$ cat src/rtl/pipe4_alu_param.sv
// Four-stage register/ALU/memory pipeline: S1 operand fetch, S2 ALU,
// S3 register writeback, S4 memory write. Single clock, valid/stall
// handshake, optional RAW bypass, register preload and debug read ports.
module pipe4_alu_param #(
    parameter int WIDTH     = 16,
    parameter int NREG      = 16,
    parameter int MEM_DEPTH = 256,
    parameter int FORWARD   = 1,
    localparam int RA_W     = $clog2(NREG),
    localparam int MA_W     = $clog2(MEM_DEPTH)
) (
    input  logic             CLK,
    input  logic             RST_N,
    input  logic             VALID_IN,
    input  logic             STALL,
    input  logic [RA_W-1:0]  rs1,
    input  logic [RA_W-1:0]  rs2,
    input  logic [RA_W-1:0]  rd,
    input  logic [3:0]       func,
    input  logic [MA_W-1:0]  addr,
    input  logic             LD_EN,
    input  logic [RA_W-1:0]  LD_REG,
    input  logic [WIDTH-1:0] LD_DATA,
    input  logic [RA_W-1:0]  DBG_RADDR,
    output logic [WIDTH-1:0] DBG_RDATA,
    input  logic [MA_W-1:0]  MEM_RADDR,
    output logic [WIDTH-1:0] MEM_RDATA,
    output logic [WIDTH-1:0] Zout,
    output logic             Z_VALID
);

    typedef struct packed {
        logic [WIDTH-1:0] a;
        logic [WIDTH-1:0] b;
        logic [RA_W-1:0]  rd;
        logic [3:0]       func;
        logic [MA_W-1:0]  addr;
    } s1_t;

    // vld_pipe[1] = S1, [2] = S2 (Zout), [3] = S3
    logic [3:1]       vld_pipe;
    s1_t              s1;
    logic [RA_W-1:0]  s2_rd;
    logic [MA_W-1:0]  s2_addr;
    logic [WIDTH-1:0] s3_z;
    logic [MA_W-1:0]  s3_addr;

    logic [WIDTH-1:0] reg_bank [NREG];
    logic [WIDTH-1:0] mem [MEM_DEPTH];

    logic [WIDTH-1:0] alu_y;
    logic [WIDTH-1:0] op_a;
    logic [WIDTH-1:0] op_b;

    // ALU on the S1 operands; everything truncates to WIDTH
    always_comb begin
        alu_y = '0;
        case (s1.func)
            4'd0:    alu_y = s1.a + s1.b;
            4'd1:    alu_y = s1.a - s1.b;
            4'd2:    alu_y = s1.a * s1.b;
            4'd3:    alu_y = s1.a;
            4'd4:    alu_y = s1.b;
            4'd5:    alu_y = s1.a & s1.b;
            4'd6:    alu_y = s1.a | s1.b;
            4'd7:    alu_y = s1.a ^ s1.b;
            4'd8:    alu_y = -s1.a;
            4'd9:    alu_y = -s1.b;
            4'd10:   alu_y = {s1.a[WIDTH-1], s1.a[WIDTH-1:1]};
            4'd11:   alu_y = {s1.a[WIDTH-2:0], 1'b0};
            default: alu_y = '0;
        endcase
    end

    // Operand fetch: youngest in-flight producer wins, then the register file.
    // Preloads are never bypassed; they only reach later issues via reg_bank.
    always_comb begin
        op_a = reg_bank[rs1];
        op_b = reg_bank[rs2];
        if (FORWARD != 0) begin
            if (vld_pipe[1] && s1.rd == rs1)      op_a = alu_y;
            else if (vld_pipe[2] && s2_rd == rs1) op_a = Zout;
            if (vld_pipe[1] && s1.rd == rs2)      op_b = alu_y;
            else if (vld_pipe[2] && s2_rd == rs2) op_b = Zout;
        end
    end

    // Stage registers; a stall freezes every stage and drops VALID_IN
    always_ff @(posedge CLK or negedge RST_N) begin
        if (!RST_N) begin
            vld_pipe <= '0;
            s1       <= '0;
            Zout     <= '0;
            s2_rd    <= '0;
            s2_addr  <= '0;
            s3_z     <= '0;
            s3_addr  <= '0;
        end else if (!STALL) begin
            vld_pipe <= {vld_pipe[2:1], VALID_IN};
            s1.a     <= op_a;
            s1.b     <= op_b;
            s1.rd    <= rd;
            s1.func  <= func;
            s1.addr  <= addr;
            Zout     <= alu_y;
            s2_rd    <= s1.rd;
            s2_addr  <= s1.addr;
            s3_z     <= Zout;
            s3_addr  <= s2_addr;
        end
    end

    // Register file: preload first so a same-cycle S2 writeback overrides it
    always_ff @(posedge CLK or negedge RST_N) begin
        if (!RST_N) begin
            for (int i = 0; i < NREG; i++) reg_bank[i] <= '0;
        end else begin
            if (LD_EN)                 reg_bank[LD_REG] <= LD_DATA;
            if (!STALL && vld_pipe[2]) reg_bank[s2_rd]  <= Zout;
        end
    end

    // Data memory is not reset; writes are held off during stall and reset
    always_ff @(posedge CLK) begin
        if (RST_N && !STALL && vld_pipe[3]) mem[s3_addr] <= s3_z;
    end

    assign DBG_RDATA = reg_bank[DBG_RADDR];
    assign MEM_RDATA = mem[MEM_RADDR];
    assign Z_VALID   = vld_pipe[2];

endmodule

$ cat config.mk
export PLATFORM = sky130hd
export DESIGN_NAME = pipe4_alu_param
export DESIGN_NICKNAME = d
export VERILOG_FILES = /design/src/rtl/pipe4_alu_param.sv
export SDC_FILE = /design/constraint.sdc
export NUM_CORES = 2
export LEC_CHECK = 0
export BUFFER_PORTS_ARGS = -buffer_cell sky130_fd_sc_hd__clkbuf_2
export CORE_ASPECT_RATIO = 0.5
export CORE_UTILIZATION = 53
export DETAILED_ROUTE_END_ITERATION = 10
export PLACE_DENSITY = 0.68
export SYNTH_ARGS = -nofsm -noshare
export SYNTH_HDL_FRONTEND = slang
export SYNTH_SLANG_ARGS = --single-unit
export TNS_END_PERCENT = 5
$ cat constraint.sdc
create_clock -name CLK -period 16.1 [get_ports CLK]
set_clock_uncertainty 0.15 [all_clocks]
set_input_delay 2.415 -clock CLK [delete_from_list [all_inputs] [get_ports CLK]]
set_output_delay 2.415 -clock CLK [all_outputs]
set_load 0.005 [all_outputs]
### After elaboration in Yosys (flattened, before gate mapping)

Memory sizes are Yosys's and may differ from the RTL's.
Index checks and enable logic that the tools add are counted.

| word-level totals | value |
|---|---|
| bits in writable memories | 4,096 |
| word-level logic and storage cells | 98 |
| memories | 1 |
| bits in registers | 359 |

| operators by class | value |
|---|---|
| equality and inequality tests | 15 |
| muxes and demuxes | 24 |
| reductions and logical operators | 11 |
| order comparisons | 7 |
| $mul | 1 |
| $add $sub $neg | 4 |
| bitwise logic cells | 8 |

Memory list:

| memory | words | width | read ports | clocked after memory_dff | wr ports | line | RTL |
|---|---|---|---|---|---|---|---|
| mem | 256 | 16 | 1 | 0 | 1 | 49 | `logic [WIDTH-1:0] mem [MEM_DEPTH];` |

Operators by type and width:

| operator | count |
|---|---|
| 256-bit bitwise mux | 2 |
| 256-bit two-way mux | 2 |
| 16-bit binary-select mux with 4-bit select | 3 |
| 16-bit two-way mux | 12 |
| 16-bit one-hot mux with 12 select lines | 1 |
| 16-bit demux with 4-bit select | 2 |
| 16-bit negator | 2 |
| 5-bit greater-or-equal comparator (second input constant) | 5 |
| 4-bit inverter with 5-bit output | 5 |
| 16-bit adder | 1 |
| 16-bit bitwise AND | 1 |
| 4-bit by 3-bit equality test with 1-bit output (second input constant) | 4 |
| 4-bit equality test | 4 |
| 4-bit equality test (second input constant) | 4 |
| 16-bit by 16-bit multiplier with 16-bit output | 1 |
| 16-bit bitwise OR | 1 |
| 16-bit subtractor | 1 |
| 16-bit XOR | 1 |
| 5-bit by 1-bit < comparator with 1-bit output (second input constant) | 2 |
| 1-bit logical AND | 9 |
| 4-bit by 2-bit equality test with 1-bit output (second input constant) | 2 |
| 4-bit by 1-bit equality test with 1-bit output (second input constant) | 1 |
| 4-bit zero test | 1 |
| 1-bit two-way mux | 2 |
| 1-bit zero test | 1 |

### Logic depth before layout (Yosys ltp)

| depth | value |
|---|---|
| word-level depth | 9 |
| mapped depth | 25 |
| depth with buffers taken out | 23 |

### Least setup slack after synthesis

No wires, ideal clock.

| timing path | value |
|---|---|
| kind | input to output |
| start | in MEM_RADDR[0] |
| end | out MEM_RDATA[10] |
| arrival time | 5.263 ns |
| required time | 13.535 ns |
| stages | 7 |
| slack | 8.272 ns |
| path through | buf_2 clkbuf_1 clkbuf_1 mux4_2 mux4_2 mux4_2 mux4_2 |

| between the ends | value |
|---|---|
| longest elaborated chain between the ends | 1 |

RTL lines:

| element | line | RTL |
|---|---|---|
| from (decl) | 26 | `input logic [MA_W-1:0] MEM_RADDR,` |
| memory 256 x 16 bit | - |  |
| to (decl) | 27 | `output logic [WIDTH-1:0] MEM_RDATA,` |

No other way between the ends.

### Worst setup path after layout

| timing path | value |
|---|---|
| start | in MEM_RADDR[0] |
| end | out MEM_RDATA[4] |

Same word-level chain as after synthesis.

==> metrics <==
crit path launch type=input port; Die W=837 µm; Skew-Pair Late Insertion Delay=0.94 ns; post-layout power=30.4 mW; sequential share of power=50.0%; placed cell area=193000 µm²; I/O Buffers=109; post-synth top area share=66.5%; Final setup viols=0; predominant post-synthesis flop cell=edfxtp_1; reg2reg path depth=19; internal power=21.6 mW; WS Path Type=in -> out; final setup TNS=0 ns; fmax=101 MHz; Synth Warn #=0; drt first pass iters=7; Max Cap Viol=0; vias=93100; wire length per cell=34.5 µm; starting DRC count in detailed routing=13400; Post-DRT Antenna Nets=0; Synth-to-Final Area Change=10.9%; Chip Height=420 µm; unrepaired setup endpoints after global routing=no; crit path capture type=output pin; area of the die=351000 µm²; critical path arrival=7.33 ns; leakage=66.7 nW; Synth async-reset ratio=8.06%; Crit path largest cell delay=0.86 ns; initial antenna violation count=28; GPL Wtd Cong=0.878; Syn Nets=9108; Starting Density=53.6%; clk sink count=4455; DRC=0; Via density=6.59; Comb power frac=19.4%; final wirelength=487000 µm; final-report hold violation count=0; post-synth cell types=62; Power Dens Cells=148 nW/µm²; # IOs=110; final core utilization=59.4%; worst reg2reg setup slack=9.11 ns; Yosys reg bits=4455; cts hold-fix bufs=0; Slew HR=7.36%; gr usage total=27.7%; CP Max Fanout=94; net switching power=8.77 mW; maximum VDD drop=0.258 mV; CTS Buf Count=388; fillers=24200; Crit path top cell by count=mux4_2; pre-CTS setup slack=6.09 ns; Synth area leaders=edfxtp_1 66%, mux4_2 19%, dfrtp_1 4.9%; Max Slew Vio Count=0; Sw Share=28.8%; slowest CP cell=buf_4; vias in the first global route=92500; setup ws final=6.21 ns; min Tclk post-route=9.89 ns; status=complete, no violations; Final Instance Area=205000 µm²; data required time at the worst endpoint=13.54 ns; cts repair resizes=0; clock root buffer=clkbuf_16; layout cells sized above 1=30.1%; capture point of the worst reg-to-reg path=s1[29]; Core Area=345000 µm²; Clk pin slew, worst setup/hold paths=0.06 ns; Worst Max-Slew Pin Slew=1.39 ns; post-synthesis cell area=185000 µm²; first-pass GRT wire length=692000 µm; grt total ovfl=0; number of synthesized flops with an enable pin=4096; Final HPWL DP=280000 µm; total setup buffers inserted after CTS=0; clock share of power=30.6%; Final nets=9433; final hold slack=0.349 ns; Worst setup startpoint=MEM_RADDR[0]; post-synthesis sequential area ratio=71.4%; crit path capture=MEM_RDATA[4]; critical-path cell list=buf_12 > buf_4 > buf_4 > mux4_2 > mux4_2 > mux4_2 > mux4_2 > clkbuf_2; Max clock buf depth=4; HP Class=reg -> reg; FF-to-FF Start=s1[36]; number of H-tree levels=5; fin crit share=61.4%; Syn Area/Cell=20.9 µm²; num rows=152; largest net degree at the start of global routing=213; leading area contributor after synthesis=edfxtp_1; Cells after DPL=13400; CTS tree=yes; Syn Inst Count=8868; final cell count without fillers=14100
[layout make-up]
class	count	area (µm²)	share of cell area (%)
antenna	5	12.5	0.00610
clock buffer	464	10200	4.97
clock inverter	243	2130	1.04
inverter	158	593	0.289
multi-input combinational	3673	50500	24.6
sequential	4455	132000	64.4
tap	4620	5780	2.82
timing repair buffer	517	3850	1.88
[worst max-delay path, delay by kind of cell]
family,cells,cell delay [ns]
mux,4,2.40
buf+inv,4,2.32
[synthesized netlist by cell type (12+ instances only)]
cell type	number
inv_1	148
buf_2	61
nor2b_1	20
fa_1	81
mux2_2	75
buf_1	106
xnor2_1	81
xor2_1	19
o21ai_0	196
nand2_1	310
clkbuf_1	413
a221oi_1	17
dfrtp_1	359
mux2i_1	288
ha_1	98
a21oi_1	163
mux4_2	1600
edfxtp_1	4096
nand3_1	28
nor3_1	27
a22oi_1	12
nor2_1	518
[worst min-delay path by stage]
stage | startpoint | end | slack, ns | depth (start not counted)
global route | s2_addr[7] | s3_addr[7] | 0.37 | 1
finish | s2_addr[7] | s3_addr[7] | 0.35 | 1
floorplan | vld_pipe[3] | vld_pipe[3] | 0.32 | 2
CTS | s1[3] | s2_addr[3] | 0.35 | 1
global placement | s1[7] | s2_addr[7] | 0.33 | 1
detailed placement | s1[2] | s2_addr[2] | 0.34 | 1
[kinds of logic (layout without fill, tap and decap cells)]
family	after synthesis	count (layout)	synth area share, %
buffers and inverters	740	1382	1.55
XOR/XNOR	101	101	0.486
multiplexers	1963	1963	21.5
AO/OA/AOI/OAI	467	467	1.45
adder cells (fa/ha/maj)	179	179	1.54
flip-flops	4455	4455	71.4
other	0	5	0
AND/OR/NAND/NOR	963	963	2.12
[cell usage in the layout (no fill, tap or decap), types with 11 or more instances in the layout]
cell type,instances
a21oi_1,163
a221oi_1,17
a22oi_1,12
buf_12,13
buf_4,401
bufinv_16,32
clkbuf_1,63
clkbuf_16,394
clkbuf_2,95
clkinv_1,96
clkinv_2,91
clkinvlp_4,11
dfrtp_1,343
dfrtp_4,16
edfxtp_1,4096
fa_1,81
ha_1,98
inv_1,148
mux2_2,75
mux2i_1,288
mux4_2,1600
nand2_1,298
nand2_2,12
nand3_1,24
nor2_1,453
nor2_2,41
nor2_4,24
nor2b_1,18
nor3_1,24
o21ai_0,196
xnor2_1,81
xor2_1,19
[per-layer routing]
| metal | up-vias | share of wire [%] | global-route usage [%] |
|---|---|---|---|
| li1 | 37200 | - | - |
| met1 | 50000 | 40 | 40.5 |
| met2 | 5036 | 46 | 42.9 |
| met3 | 841 | 11 | 6.16 |
| met4 | 14 | 3.3 | 7.98 |
| met5 | - | 0.019 | 0 |
[registers in the layout, indices dropped and copies added (netlist names)]
signal / count
mem: 4096
s3_addr: 8
s2_rd: 4
s1: 48
Zout: 16
s3_z: 16
reg_bank: 256
s2_addr: 8
vld_pipe: 3
[power groups by stage]
| stage | clock [mW] | sequential, mW | combinational, mW |
|---|---|---|---|
| 6_report | 9.30 | 15.2 | 5.91 |
| 5_1_grt | 9.83 | 15.3 | 6.42 |
| 4_1_cts | 9.39 | 15.2 | 5.91 |
| 3_5_place_dp | 0 | 15.4 | 5.89 |
| 3_3_place_gp | 0 | 15.4 | 5.79 |
| 2_1_floorplan | 0 | 15.6 | 3.62 |
Power figures use the tool's default switching activity.
